$ cat src/rtl/instr_fetch_pkg.sv
// instr_fetch_pkg: shared datapath width and default reset PC for the fetch stage
package instr_fetch_pkg;
  localparam int REGWIDTH = 32;
  localparam logic [REGWIDTH-1:0] RESET_PC_DEFAULT = 32'h0000_0000;
endpackage

$ cat src/rtl/instr_fetch.sv
// instr_fetch: fetch/issue FSM with imem handshake, redirect, ack timeout and sticky faults
module instr_fetch
  import instr_fetch_pkg::*;
#(
  parameter logic [REGWIDTH-1:0] RESET_PC = RESET_PC_DEFAULT,
  parameter int unsigned ACK_TIMEOUT = 255
) (
  input  logic                clk,
  input  logic                rst,
  input  logic                branch,
  input  logic                zero,
  input  logic                jump,
  input  logic [REGWIDTH-1:0] PCout,
  input  logic                stall,
  output logic                imem_req,
  output logic [REGWIDTH-1:0] imem_addr,
  input  logic                imem_ack,
  input  logic [REGWIDTH-1:0] imem_rdata,
  output logic [REGWIDTH-1:0] inst,
  output logic                inst_valid,
  output logic [REGWIDTH-1:0] PCin,
  output logic [REGWIDTH-1:0] pc_plus4,
  output logic [1:0]          fault
);
  typedef enum logic [1:0] {FETCH = 2'd0, ISSUE = 2'd1, FAULT = 2'd2} state_e;
  localparam int F_TIMEOUT = 0;
  localparam int F_MISALIGN = 1;
  state_e state_q, state_d;
  logic [REGWIDTH-1:0] pc_q, pc_d, inst_q, inst_d;
  logic [31:0] wait_q, wait_d;
  logic [1:0] fault_q, fault_d;
  logic take;
  assign take = (branch & zero) | jump;
  always_comb begin
    state_d = state_q;
    pc_d = pc_q;
    inst_d = inst_q;
    wait_d = wait_q;
    fault_d = fault_q;
    if (state_q == FETCH) begin
      if (imem_ack) begin
        inst_d = imem_rdata;
        state_d = ISSUE;
      end else if (wait_q + 32'd1 == ACK_TIMEOUT) begin
        fault_d[F_TIMEOUT] = 1'b1;
        state_d = FAULT;
      end else wait_d = wait_q + 32'd1;
    end else if (state_q == ISSUE && !stall) begin
      // a misaligned redirect keeps the issuing PC so the fault points at the culprit
      if (take && PCout[1:0] != 2'b00) begin
        fault_d[F_MISALIGN] = 1'b1;
        state_d = FAULT;
      end else begin
        pc_d = take ? PCout : pc_plus4;
        wait_d = '0;
        state_d = FETCH;
      end
    end
  end
  always_ff @(posedge clk) begin
    if (rst) begin
      state_q <= FETCH;
      pc_q <= RESET_PC;
      inst_q <= '0;
      wait_q <= '0;
      fault_q <= '0;
    end else begin
      state_q <= state_d;
      pc_q <= pc_d;
      inst_q <= inst_d;
      wait_q <= wait_d;
      fault_q <= fault_d;
    end
  end
  assign imem_req = (state_q == FETCH) & ~rst;
  assign imem_addr = pc_q;
  assign inst = inst_q;
  assign inst_valid = state_q == ISSUE;
  assign PCin = pc_q;
  assign pc_plus4 = pc_q + 32'd4;
  assign fault = fault_q;
endmodule
$ cat config.mk
export PLATFORM = sky130hd
export DESIGN_NAME = instr_fetch
export DESIGN_NICKNAME = d
export VERILOG_FILES = /design/src/rtl/instr_fetch_pkg.sv /design/src/rtl/instr_fetch.sv
export SDC_FILE = /design/constraint.sdc
export NUM_CORES = 1
export LEC_CHECK = 0
export BUFFER_PORTS_ARGS = -buffer_cell sky130_fd_sc_hd__buf_2
export CAP_MARGIN = 15
export CORE_ASPECT_RATIO = 1.25
export CORE_MARGIN = 3
export CORE_UTILIZATION = 40
export CTS_CLUSTER_SIZE = 8
export DETAILED_ROUTE_END_ITERATION = 7
export GPL_TIMING_DRIVEN = 0
export HOLD_SLACK_MARGIN = 0.02
export PLACE_DENSITY = 0.66
export SYNTH_ARGS = -nofsm -noshare
export SYNTH_HDL_FRONTEND = slang
export SYNTH_SLANG_ARGS = --single-unit
$ cat constraint.sdc
create_clock -name clk -period 3.8 [get_ports clk]
set_clock_uncertainty 0.15 [all_clocks]
set_input_delay 0.76 -clock clk [delete_from_list [all_inputs] [get_ports clk]]
set_output_delay 0.76 -clock clk [all_outputs]
set_load 0.005 [all_outputs]
* Yosys cells after proc, flatten, opt, wreduce, memory -nomap -nowiden
Cells that the tools add are included.
** Storage, ports and cells
- Bits of input ports :: 71
- Output and inout port bits :: 132
- Register bits :: 100
- Word-level logic and storage cells :: 44
** Operators by class
- Bitwise logic cells :: 7
- Muxes and demuxes :: 11
- Reduce and logical (&&, ||, !) cells :: 12
- Eq/ne operators :: 6
- $add $sub $neg :: 2
** Operator list (number)
- $mux W32 :: 6
- $add A32 B1 Y32 const B :: 1
- $add A32 B3 Y32 const B :: 1
- $eq A32 B8 Y1 const B :: 1
- $mux W2 :: 5
- $reduce_and A3 Y1 :: 3
- $ne A2 B2 Y1 const B :: 2
- $not A1 Y1 :: 4
- $reduce_and A2 Y1 :: 2
- $reduce_and A4 Y1 :: 1
- $reduce_bool A2 Y1 :: 2
- $ne A3 B3 Y1 const B :: 1
- $and A1 B1 Y1 :: 2
- $eq A2 B1 Y1 const B :: 1
- $logic_and A1 B1 Y1 :: 2
- $logic_not A2 Y1 :: 1
- $ne A2 B1 Y1 const B :: 1
- $logic_not A1 Y1 :: 1
- $or A1 B1 Y1 :: 1

* Logic depth before layout (Yosys ltp)
Gate-level depths: netlist of the first run.
- Depth after elaboration :: 6
- Mapped depth :: 11
- Depth with buffers taken out :: 9

* Worst setup path before layout of the first run
OpenSTA, ideal clock, no wires.
- Kind :: register to register
- From :: register wait_q[1]
- To :: register wait_q[1]
- Cell stages (with the launch flop) :: 11
- Path buffers :: 1
- Slack :: 0.399 ns
- Data required time :: 3.529 ns
- Library setup time :: 0.121 ns
- Arrival :: 3.129 ns
- Cells stage by stage :: dfxtp_1 -> ha_1 -> nand3_4 -> or4_1 -> buf_2 -> or4_4 -> nor4b_4 -> a2bb2oi_2 -> nand4_4 -> o21a_1 -> mux2_4
** On the way
- Cells in the longest elaborated chain, start to end :: 4
- Elaborated cells on any way between the ends :: 7
- Those cells by class :: add/sub (1); eq/ne (2); mux (3); reduce/logical (1)
** Ends and longest elaborated chain
- start, declared :: line instr_fetch.sv:30 : logic [31:0] wait_q, wait_d;
- start signal, assigned :: line instr_fetch.sv:71 : wait_q <= wait_d;
- $add A32 B1 Y32 * :: line instr_fetch.sv:44, instr_fetch.sv:47
- $eq A32 B8 Y1 / $mux W32 (equally long branches) :: line instr_fetch.sv:44 : end else if (wait_q + 32'd1 == ACK_TIMEOUT) begin
- $ne A2 B2 Y1 (no source line) / $mux W32 (equally long branches)
- $reduce_and A4 Y1 (no source line) / $mux W32 (equally long branches)
Mark *: on every way between the ends. The rest lies on a longest branch, timed or not. The select of a mux whose other input is x is not followed.
A chain may end at the register's enable or synchronous reset.

* Final worst setup path of the first run
- From :: register pc_q[4] (netlist: PCin[4])
- To :: output port pc_plus4[31]
** On the way
- Cells in the longest elaborated chain, start to end :: 1
** Ends and longest elaborated chain
- start, declared :: line instr_fetch.sv:29 : logic [REGWIDTH-1:0] pc_q, pc_d, inst_q, inst_d;
- start signal, assigned :: line instr_fetch.sv:69 : pc_q <= pc_d;
- $add A32 B3 Y32 :: line instr_fetch.sv:80 : assign pc_plus4 = pc_q + 32'd4;
- end, declared :: line instr_fetch.sv:22 : output logic [REGWIDTH-1:0] pc_plus4,
No other way between the ends.

==> results.txt, run 1 <==
- Pin count of the biggest net entering global routing: 18
* TritonCTS buffer count: 9
- # fillers: between 1,000 and 1,500
* Worst setup slack after layout: 0.1430 ns
- Subtracting the final worst setup slack from the clock period gives 3.657 ns.
- Counting tap cells, the placed design contains a total of 1,178 instances.
* Data arrival time of the worst path: 2.75 ns
- Sw Ratio: 27.85%
- Worst ir drop on vdd: 263.1 µV
- Hold Buf Count CTS: 0
- Clock latency on the worst-skew pair, taken at its later pin, is 0.36 ns.
- TritonCTS built the clock tree.
- Initial antenna violation count: 0
* Element type at the critical path start: flip-flop
- Routed length per instance: 17.02 µm
- Maximum clock path buffer count: 2
- Required time of the worst setup path: 2.89 ns
- Outcome: completed
* Share of layout cells above drive strength 1: around 28%
- Setup violations remaining at the end of the flow were counted as 0.
* Share of the yosys chip area belonging to registers: 34.20%
* Post-synth EDFFs: 0
- Area overhead of the layout relative to synthesis: 27.53%
- Ranked by total cell area, the synthesized netlist is headed by sky130_fd_sc_hd__dfxtp_1 34%, sky130_fd_sc_hd__nand2_1 10%, sky130_fd_sc_hd__a21oi_1 6.2%, sky130_fd_sc_hd__buf_4 4.4%, sky130_fd_sc_hd__nand3_1 3.8%.
* Die Footprint: between 0.015 and 0.02 mm²
- Routed via count: 6,566
* Wire length of the first global-routing pass: roughly 32 mm
- The worst setup path is captured at a primary output.
- The number of antenna diodes in the final layout is 0.
* Cell variety after synth: 64
* DR iter-0 viols: 521
- Warnings from Yosys: 0
- In this run the tightest slew margin relative to its limit is 43.01%.
* Crit Path Category: reg -> out
- CTS clock-pin slew for the worst setup and hold paths: 0.07 ns
* Last weighted congestion value of the routability-driven placer: 0.8958
* Type of the most critical hold path: reg -> reg
- Mean number of vias per cell: 5.518
- For this block, the routed nets add up to 20.26 mm of wire.
- The number of nets in the synthesized netlist is 875.
- Fin cells: 1,190
- Dividing total power by cell area gives a power density of 327.6 mW/mm².
- Count of mapped cells out of synthesis: 801
- For this design the static power due to leakage is 3.253 nW.
- The max-slew violation total from the final report came to 0.
- Max frequency: 0.2734 GHz
- Utilization of the core after routing: 53.13%
* Flop pwr share: 45.8%
- After routing, the total negative slack on setup checks comes to 0 ns.
- Number of storage elements in the synthesis netlist: 100
- Internal power comes to 1.764 mW.
- Share of power burned in combinational logic: 14.7%
- Number of maximum-capacitance constraint violations: 0
- The floorplan step defined a core boundary enclosing 0.01405 mm².
* Count of H-tree levels built during CTS: 3
- Final period utilization: 96.24%
- The initialized floorplan defines 48 standard-cell rows.
- The top cell types in the final layout, fill and taps aside, are 208 x sky130_fd_sc_hd__buf_2, 162 x sky130_fd_sc_hd__nand2_1, 97 x sky130_fd_sc_hd__dfxtp_1.
* Cell taking the most area after synthesis: sky130_fd_sc_hd__dfxtp_1
- NumNets Final: 1,084
- Measured along the y axis, the die boundary spans 141.3 µm.
- The initial utilization of the core area, before any placement, comes to 41.66%.
- For this design the total switching power over the nets is 0.6812 mW.
- The count of buffers added on input and output ports is just over 200.
- Root buffer cell: sky130_fd_sc_hd__clkbuf_16
- The clock drives 100 sinks.
* Die Wd: 114.2 µm
- Setup repair after global routing missed its margin: true
- Vias in the first global route: 6,163
- Per report_power, the clock group accounts for 39.5% of the total.
* Post-DP HPWL: 14.97 mm
- 203 I/O pins were placed.
- Final Hold Violating Endpoints: 0
- For this run, design rule violations remaining after detail routing come to 0.
* Number of routed nets with antenna violations: 0
- Prevailing post-synth register cell: sky130_fd_sc_hd__dfxtp_1
- Summed over all layers, the global routing overflow is 0.
* Transition time of the tightest slew-check pin: 0.8530 ns
- Crit path max fanout: 8
* Fraction of registers with async set or reset after synthesis: 0%
- Each instance of the synthesized netlist takes up on average around 7.3 µm².
- Global routing used approximately 25% of the available tracks.
- Prior to clock tree synthesis, the placed netlist has a worst setup slack of -0.1361 ns.
* Mapped cell area: 0.005854 mm²
* 1st-pass router iterations: 7
* Most common cell after layout, fill and taps aside: sky130_fd_sc_hd__buf_2
- After synthesis, the largest area contributor takes up 34.20% of total cell area.
==> per-layer routing <==
layer  global-route usage [%]  vias to the layer above  part of all wire, %
li1                         -                     3209                    -
met1                    30.70                     3047                   41
met2                    42.38                      273                   49
met3                    4.693                       37                  7.2
met4                    9.193                        0                  2.6
met5                        0                        -                    0
==> synthesized netlist by cell type (7+ instances only) <==
master / instances
sky130_fd_sc_hd__nand2_1: 162
sky130_fd_sc_hd__dfxtp_1: 100
sky130_fd_sc_hd__a21oi_1: 73
sky130_fd_sc_hd__nor2_1: 54
sky130_fd_sc_hd__clkbuf_1: 53
sky130_fd_sc_hd__nand3_1: 45
sky130_fd_sc_hd__buf_4: 34
sky130_fd_sc_hd__o21ai_0: 30
sky130_fd_sc_hd__xnor2_1: 25
sky130_fd_sc_hd__nor3_1: 24
sky130_fd_sc_hd__a31oi_1: 17
sky130_fd_sc_hd__o31ai_1: 16
sky130_fd_sc_hd__nand4_1: 14
sky130_fd_sc_hd__nor4_1: 13
sky130_fd_sc_hd__and3_1: 11
sky130_fd_sc_hd__xor2_1: 11
sky130_fd_sc_hd__or3_1: 10
sky130_fd_sc_hd__buf_2: 8
sky130_fd_sc_hd__a22oi_1: 7
sky130_fd_sc_hd__and2_1: 7
sky130_fd_sc_hd__or4_1: 7
==> metrics by stage <==
| stage | power (mW) | hold WS (ns) | cell area [µm²] |
|---|---|---|---|
| final | 2.446 | 0.3016 | 7466 |
| after global routing | 2.550 | 0.3201 | 7466 |
| after CTS | 2.458 | 0.3045 | 7427 |
| after detailed placement | 1.497 | 0.2945 | 7084 |
| after global placement | 1.495 | 0.2893 | 7084 |
| after floorplan | 1.327 | 0.3027 | 5854 |
==> state kept, by name, indices dropped and copies added, names as in the netlist <==
name	flops
PCin	32
inst	32
wait_q	32
fault	2
state_q	2
==> critical path, stage by stage, from the launching register on <==
cell and delay [ns]:
sky130_fd_sc_hd__dfxtp_1 0.50, sky130_fd_sc_hd__and3_1 0.37, sky130_fd_sc_hd__nand4_1 0.23, sky130_fd_sc_hd__nor4_4 0.42, sky130_fd_sc_hd__and3_2 0.32, sky130_fd_sc_hd__nand4_1 0.13, sky130_fd_sc_hd__xnor2_1 0.25, sky130_fd_sc_hd__buf_2 0.17
==> what timing repair did <==
action,4_1_cts,5_1_grt
setup buffers,0,1
pin swaps,0,3
endpoints found under the hold margin,0,0
resized for setup,6,12
endpoints found under the setup margin,25,26
==> cell families (layout without fill, tap and decap cells) <==
group	count (synthesis)	count (layout)	share of synthesized area (%)
and+or+nand+nor	378	378	31.37
AOI/OAI and AO/OA	181	181	19.15
buffers and inverters	101	315	8.827
DFF	100	100	34.20
xor gates and xnor gates	36	36	5.386
adders and majority gates	3	3	0.6412
muxes	2	2	0.4274
==> final timing paths <==
| kind | startpoint | endpoint | slack [ns] | cells after the start |
|---|---|---|---|---|
| worst max-delay path | PCin[4] | pc_plus4[31] | 0.14 | 7 |
| worst min-delay path | inst[19] | inst[19] | 0.30 | 2 |
| worst max register to register | wait_q[1] | wait_q[1] | 0.15 | 10 |
| worst min register to register | inst[19] | inst[19] | 0.30 | 2 |
==> power groups by stage <==
stage | clock network (mW) | registers [mW] | logic [mW]
after global routing | 1.03 | 1.13 | 0.396
after detailed placement | 0 | 1.14 | 0.354
after global placement | 0 | 1.14 | 0.353
final | 0.966 | 1.12 | 0.359
after floorplan | 0 | 1.14 | 0.188
after CTS | 0.982 | 1.12 | 0.356
==> cell type report <==
cell class / count / area (µm²) / area share (%)
multi-input cells: 600 / 3408 / 45.65
flip-flops and latches: 100 / 2006 / 26.86
repair buffers: 203 / 1018 / 13.64
plain buffers: 91 / 484.2 / 6.486
clock buffers: 10 / 239.0 / 3.201
well taps: 175 / 219.0 / 2.933
clock inverters: 6 / 72.57 / 0.9720
inverters: 5 / 18.77 / 0.2514
Note: power is estimated with default switching activity, not from simulation.
==> inputs of run 2 (changes only) <==
PLACE_DENSITY = 0.69   (was 0.66)
clock period = 3.1 ns   (was 3.8 ns; I/O delays follow)
==> results.txt, run 2 (synthesis results as in run 1) <==
* Final period utilization: approximately 100%
* Mean number of vias per cell: 5.528 (+0.19%)
* Cell leakage power: 3.508 nW (+7.8%)
- The cell count of the worst reg-to-reg path is 10 (unchanged).
- Worst ir drop on vdd: 241.1 µV (-8.4%)
- The width of the die was 114.2 µm (unchanged).
* Slew margin rel.: 56.95% (+14 points)
- Worst path max stage delay: 0.57 ns (+0.07 ns)
- The top cell types in the final layout, fill and taps aside, are 202 x sky130_fd_sc_hd__buf_2, 159 x sky130_fd_sc_hd__nand2_1, 72 x sky130_fd_sc_hd__a21oi_1.
* Maximum clock path buffer count: 2 (unchanged)
- Overall routing resource usage: 25.17% (+0.43 points)
- 1st-pass router iterations: 6 (-1)
- The initial standard-cell utilization of the core came to 41.66% (unchanged).
* Remaining DRCs: 0 (unchanged)
- The initial antenna violation count is 1 (+1).
- Final Hold Violating Endpoints: 0 (unchanged)
- Data arrival time of the worst path: 3.24 ns (+0.49 ns)
* Pin count of the biggest net entering global routing: 21 (+3)
* Cell with the biggest individual delay on the critical path: sky130_fd_sc_hd__or4_4
* Number of maximum-capacitance constraint violations: 0 (unchanged)
- The final routed wire length divided by cell count came to 17.21 µm (+1.1%).
* Buf/Inv on CP: 2 (+1)
- The total instance count after detailed placement came to 1,178 (unchanged).
- The number of buffers created by CTS was 9 (unchanged).
- The y dimension of the die was 141.3 µm (unchanged).
- TritonCTS built the clock tree.
- The run finished with clean final reports.
- The worst setup path is launched from a flip-flop.
- Area overhead of the layout relative to synthesis: 36.80%
- After layout, the minimum clock period comes to 3.092 ns.
- The last weighted congestion value of the routability-driven placer came to 0.9198 (+2.7%).
- Crit-path most repeated cell: sky130_fd_sc_hd__or4_4
- The number of global-route vias before repair is 6,330 (+2.7%).
* CTS clock-pin slew for the worst setup and hold paths: 0.08 ns (about the same)
- Wire length of the first global-routing pass: 32.55 mm (+0.86%)
- Register-to-register setup slack: 0.008 ns (-0.14 ns)
- The count of cell instances traversed by the critical path was 10 (+3).
- Worst setup path start: wait_q[5]
- Slew Viols, Final: 0 (unchanged)
* Die Footprint: 0.01613 mm² (unchanged)
* Post-DP HPWL: 14.96 mm (about the same)
- Count of H-tree levels built during CTS: 3 (unchanged)
* Final sum of negative setup slack: 0 ns (unchanged)
- The number of primary I/O pins came to 203 (unchanged).
* Max frequency: 0.3234 GHz
- Fin cells: 1,219 (+2.4%)
- Site row count: 48 (unchanged)
* Type of the most critical hold path: reg -> reg
- Share of layout cells above drive strength 1: 36.24% (+7.9 points)
- The total length of routed wires is 20.98 mm (+3.6%).
- Leaving out fill and tap cells, the most frequent cell in the layout is sky130_fd_sc_hd__buf_2.
- Grt ovf: 0 (unchanged)
* Setup violation total in the final timing report: 0 (unchanged)
- Required time of the worst setup path: 3.24 ns (+0.35 ns)
- The final net count is 1,112 (+2.6%).
- The worst setup path is captured at a flip-flop.
- Area of the core region: 0.01405 mm² (unchanged)
- Largest delay share family, worst path: simple AND/OR/NAND/NOR gates
- Crit Path Category: reg -> reg
- Number of routed nets with antenna violations: 0 (unchanged)
* Startpoint of the worst-slack reg-to-reg timing path: wait_q[5]
* Endpoint of the most critical register-to-register path: state_q[1]
* Crit path max fanout: 5 (-3)
- Clock Sink Count: 100 (unchanged)
- The critical path ends at state_q[1].
* Root buffer cell: sky130_fd_sc_hd__clkbuf_16
- The transition time at the pin with the least slew margin is 0.6458 ns (-0.2073 ns).
- # port buffers: 202 (unchanged)
* Clock Latency Late Sink: 0.36 ns (about the same)
* Cell depth of the worst min-delay path: 2 (unchanged)
- # fillers: 1,388 (-4.1%)
- Worst-path cell chain: buf_6, nand2_2, or4_4, or4_4, nor4b_4, a2bb2oi_2, nand4_4, buf_12, or3_4, a21oi_2
- Routed via count: 6,739 (+2.6%)
- DR iter-0 viols: 400 (-23%)
- Setup repair after global routing could not meet its margin everywhere.
- Power density over the cells: 374.4 mW/mm² (+14%)
==> run 2: cell count changes in the layout (fill, tap and decap cells not counted), sizes merged <==
cell	previous run	this run
buf	244	279
clkbuf	60	52
inv	6	9
bufinv	1	0
clkinvlp	1	0
diode	0	1
==> run 2: power by group <==
part | internal, mW | total, mW | switching, mW
Combinational | 0.193 | 0.465 | 0.272
Clock | 0.576 | 1.16 | 0.589
Sequential | 1.32 | 1.37 | 0.0450
==> run 2: what timing repair did <==
item	CTS	global route
buffers inserted	15	22
hold buffers	0	0
setup endpoints to repair	42	41
resized for setup	60	56
pin swaps	11	18
==> run 2: final cells by class <==
cell class | instances | area [µm²] | share of cell area, %
Antenna cell | 1 | 2.502 | 0.03125
Buffer | 83 | 481.7 | 6.015
Clock buffer | 9 | 225.2 | 2.812
Clock inverter | 7 | 76.32 | 0.9530
Inverter | 5 | 18.77 | 0.2343
Multi-Input combinational cell | 600 | 3598 | 44.93
Sequential cell | 100 | 2071 | 25.86
Tap cell | 175 | 219.0 | 2.734
Timing Repair Buffer | 239 | 1316 | 16.43
==> run 2: worst min-delay path by stage <==
stage,start,end,slack [ns]
finish,inst[22],inst[22],0.30
global route,inst[17],inst[17],0.32
CTS,inst[4],inst[4],0.30
detailed placement,inst[4],inst[4],0.29
global placement,inst[4],inst[4],0.29
floorplan,inst[0],inst[0],0.30
==> run 2: layer usage <==
metal,routed length [µm],up-vias,GRT usage (%)
met4,552,0,11.07
li1,-,3277,-
met1,7985,3167,29.41
met5,0,-,0
met2,10850,259,44.32
met3,1592,36,4.863
==> run 2: metrics by stage <==
stage          area, µm²  hold WS, ns  worst slack, ns  power, mW  utilization (%)
5_1_grt             8009       0.3205          -0.1069      3.121            56.99
3_5_place_dp        7101       0.2933          -0.7275      1.836            50.53
6_report            8009       0.3038         0.007848      2.998            56.99
3_3_place_gp        7101       0.2887          -0.7222      1.833            50.53
4_1_cts             7682       0.3044          -0.1262      3.001            54.67
2_1_floorplan       5871       0.3027          -0.1044      1.628                -
==> run 2: tightest hold or removal path, stage by stage, from the launching register on <==
cell                      delay (ns)
sky130_fd_sc_hd__dfxtp_1        0.31
sky130_fd_sc_hd__nand2_1        0.05
sky130_fd_sc_hd__a21oi_1        0.05
==> inputs of run 3 (changes only) <==
PLACE_DENSITY = 0.66   (was 0.69)
clock period = 2.85 ns   (was 3.1 ns; I/O delays follow)
==> results.txt, run 3 (synthesis results as in run 1) <==
* Effective utilization at floorplan: 41.66% (unchanged)
* Element type at the critical path start: flip-flop
- Power density over the cells: 394.4 mW/mm² (+5.4%)
- The clock-pin slew of the registers on the worst-case setup and hold paths was 0.08 ns (about the same).
* Fin cells: 1,240 (+1.7%)
- TritonCTS built the clock tree.
- The met1 usage is 29.79% (+0.38 points).
- The peak clock frequency supported by timing is 0.3202 GHz (-1.0%).
- Vias in the first global route: 6,374 (+0.70%)
* Crit path max fanout: 8 (+3)
- By instance count, the cell type seen most on the critical path is sky130_fd_sc_hd__or4_4.
* Maximum clock path buffer count: 2 (unchanged)
- The clock network power share came to 38.3% (-0.5 points).
* GRT busiest layer: met2
- The peak supply drop was 326.2 µV (+35%).
- I/O Pins: 203 (unchanged)
- Utilization of the core after routing: 58.43% (+1.4 points)
* Final period utilization: 109.6% (+9.8 points)
- Net switching power of the design: 0.9722 mW (+7.3%)
- Clock Latency Late Sink: 0.36 ns (about the same)
* Setup slack after placement: -0.8728 ns (-0.1453 ns)
- The total length of routed wires was 21.46 mm (+2.3%).
- Transition time of the tightest slew-check pin: 0.6840 ns (+0.03827 ns)
- The first-pass GRT wire length came to 32.92 mm (+1.1%).
* Pin count of the biggest net entering global routing: 20 (-4.8%)
- Site row count: 48 (unchanged)
- Cell leakage power: 3.620 nW (+3.2%)
- Remaining DRCs: 0 (unchanged)
- Post-DP HPWL: 15.22 mm (+1.7%)
- The H-tree level count was 3 (unchanged).
* 1st-pass router iterations: 5 (-1)
- The final total negative setup slack is -5.513 ns (-5.513 ns).
- The initial antenna violation count was 1 (unchanged).
* # port buffers: 202 (unchanged)
- The y dimension of the die is 141.3 µm (unchanged).
- STA classifies the critical path endpoint as a flip-flop.
- The fraction of met3 tracks used by global routing was 4.863% (unchanged).
* Slew Viols, Final: 0 (unchanged)
* Crit Path Category: reg -> reg
- The detail-routed via count per cell was 5.539 (+0.19%).
* Most used cells in the layout excluding fill and tap cells: 203 x sky130_fd_sc_hd__buf_2, 159 x sky130_fd_sc_hd__nand2_1, 88 x sky130_fd_sc_hd__buf_4
- The final worst slack came to -0.2735 ns (-0.2813 ns).
* TritonCTS buffer count: 9 (unchanged)
* Number of routed nets with antenna violations: 0 (unchanged)
- Internal power summed over all cells: 2.267 mW (+8.3%)
- The width of the die came to 114.2 µm (unchanged).
- Met2 track demand over resource in global routing: 44.20% (-0.12 points)
* Number of maximum-capacitance constraint violations: 0 (unchanged)
- The total count of hold-check failures in the final report is 0 (unchanged).
* Share of power burned in combinational logic: 15.9% (+0.4 points)
- Dpl cells: 1,178 (unchanged)
- Clock Sink Count: 100 (unchanged)
- The switching part of the total came to 30.02% (-0.20 points).
* DR iter-0 viols: 407 (+1.8%)
* Slew margin rel.: 54.40% (-2.6 points)
- Setup repair after global routing missed its margin: true
- The stage delay of the slowest cell on the critical path came to 0.57 ns (about the same).
- Area overhead of the layout relative to synthesis: 40.27%
- Area of the core region: 0.01405 mm² (unchanged)
* Type of the most critical hold path: in -> reg
- Share of layout cells above drive strength 1: 38.63% (+2.4 points)
- Worst-path cell chain: ha_4, nand3_4, or4_4, or4_4, nor4b_4, a2bb2oi_2, nand4_4, o21a_4, mux2_4
- Hold slack: 0.2836 ns (-0.02018 ns)
- Grt ovf: 0 (unchanged)
- Crit path time final: 3.123 ns (+0.03131 ns)
- Last weighted congestion value of the routability-driven placer: 0.9111 (-0.95%)
- Failing checks: negative setup slack
- Die Footprint: 0.01613 mm² (unchanged)
* NumNets Final: 1,133 (+1.9%)
- The largest individual stage delay along the critical path comes from the cell sky130_fd_sc_hd__or4_4.
* Flop pwr share: 45.8% (about the same)
- The data arrival time of the critical path is 3.22 ns (-0.02 ns).
* Most common cell after layout, fill and taps aside: sky130_fd_sc_hd__buf_2
- Routed via count: 6,868 (+1.9%)
- The count of final setup violators came to 30 (+30).
- The total routing usage reported by global routing is 25.32% (+0.15 points).
- Required time of the worst setup path: 2.95 ns (-0.29 ns)
* Outcome: finished, violations left
- Root buffer cell: sky130_fd_sc_hd__clkbuf_16
- Routed length per instance: 17.30 µm (+0.53%)
[run 3: worst paths after layout]
path | startpoint | end | slack (ns) | cells after the start
setup / recovery | wait_q[1] | wait_q[1] | -0.27 | 9
hold / removal | imem_rdata[6] | inst[6] | 0.28 | 3
setup reg to reg | wait_q[1] | wait_q[1] | -0.27 | 9
hold reg to reg | inst[0] | inst[0] | 0.30 | 2
[run 3: area by class of cell]
type | count | area [µm²]
fill | 1375 | 5842
multi-input combinational | 600 | 3657
sequential | 100 | 2087
timing repair buffer | 260 | 1461
buffer | 83 | 473.0
clock buffer | 9 | 225.2
tap | 175 | 219.0
clock inverter | 7 | 67.56
inverter | 5 | 18.77
antenna | 1 | 2.502
[run 3: what timing repair did]
action | in CTS | in global routing
setup endpoints to repair | 66 | 46
gates resized for setup | 73 | 55
gates cloned | 0 | 0
hold buffers | 0 | 0
hold endpoints to repair | 0 | 0
pin swaps | 18 | 25
buffers inserted | 30 | 29
[run 3: per-layer routing]
metal  part of all wire (%)  wire length, µm
met5                      0                0
met4                    3.9              846
met3                    7.2             1548
met2                     50            10820
met1                     38             8242
[run 3: critical path: cells and delay by family (launching register included)]
kind,cells,cell delay [ns]
AND/OR/NAND/NOR,5,1.58
AO/OA/AOI/OAI,2,0.49
flip-flops,1,0.36
multiplexers,1,0.29
adder cells (fa/ha/maj),1,0.15
[run 3: power by group through the flow]
stage          logic (mW)  registers, mW  clock network (mW)
2_1_floorplan       0.252           1.52                   0
3_3_place_gp        0.476           1.52                   0
3_5_place_dp        0.477           1.52                   0
4_1_cts             0.502           1.49                1.27
5_1_grt             0.566           1.49                1.31
6_report            0.515           1.48                1.24
[run 3: metrics by stage]
| stage | power, mW | cell area (µm²) |
|---|---|---|
| 4_1_cts | 3.255 | 7824 |
| 6_report | 3.239 | 8212 |
| 3_5_place_dp | 2.002 | 7112 |
| 5_1_grt | 3.367 | 8212 |
| 3_3_place_gp | 1.999 | 7112 |
| 2_1_floorplan | 1.773 | 5882 |
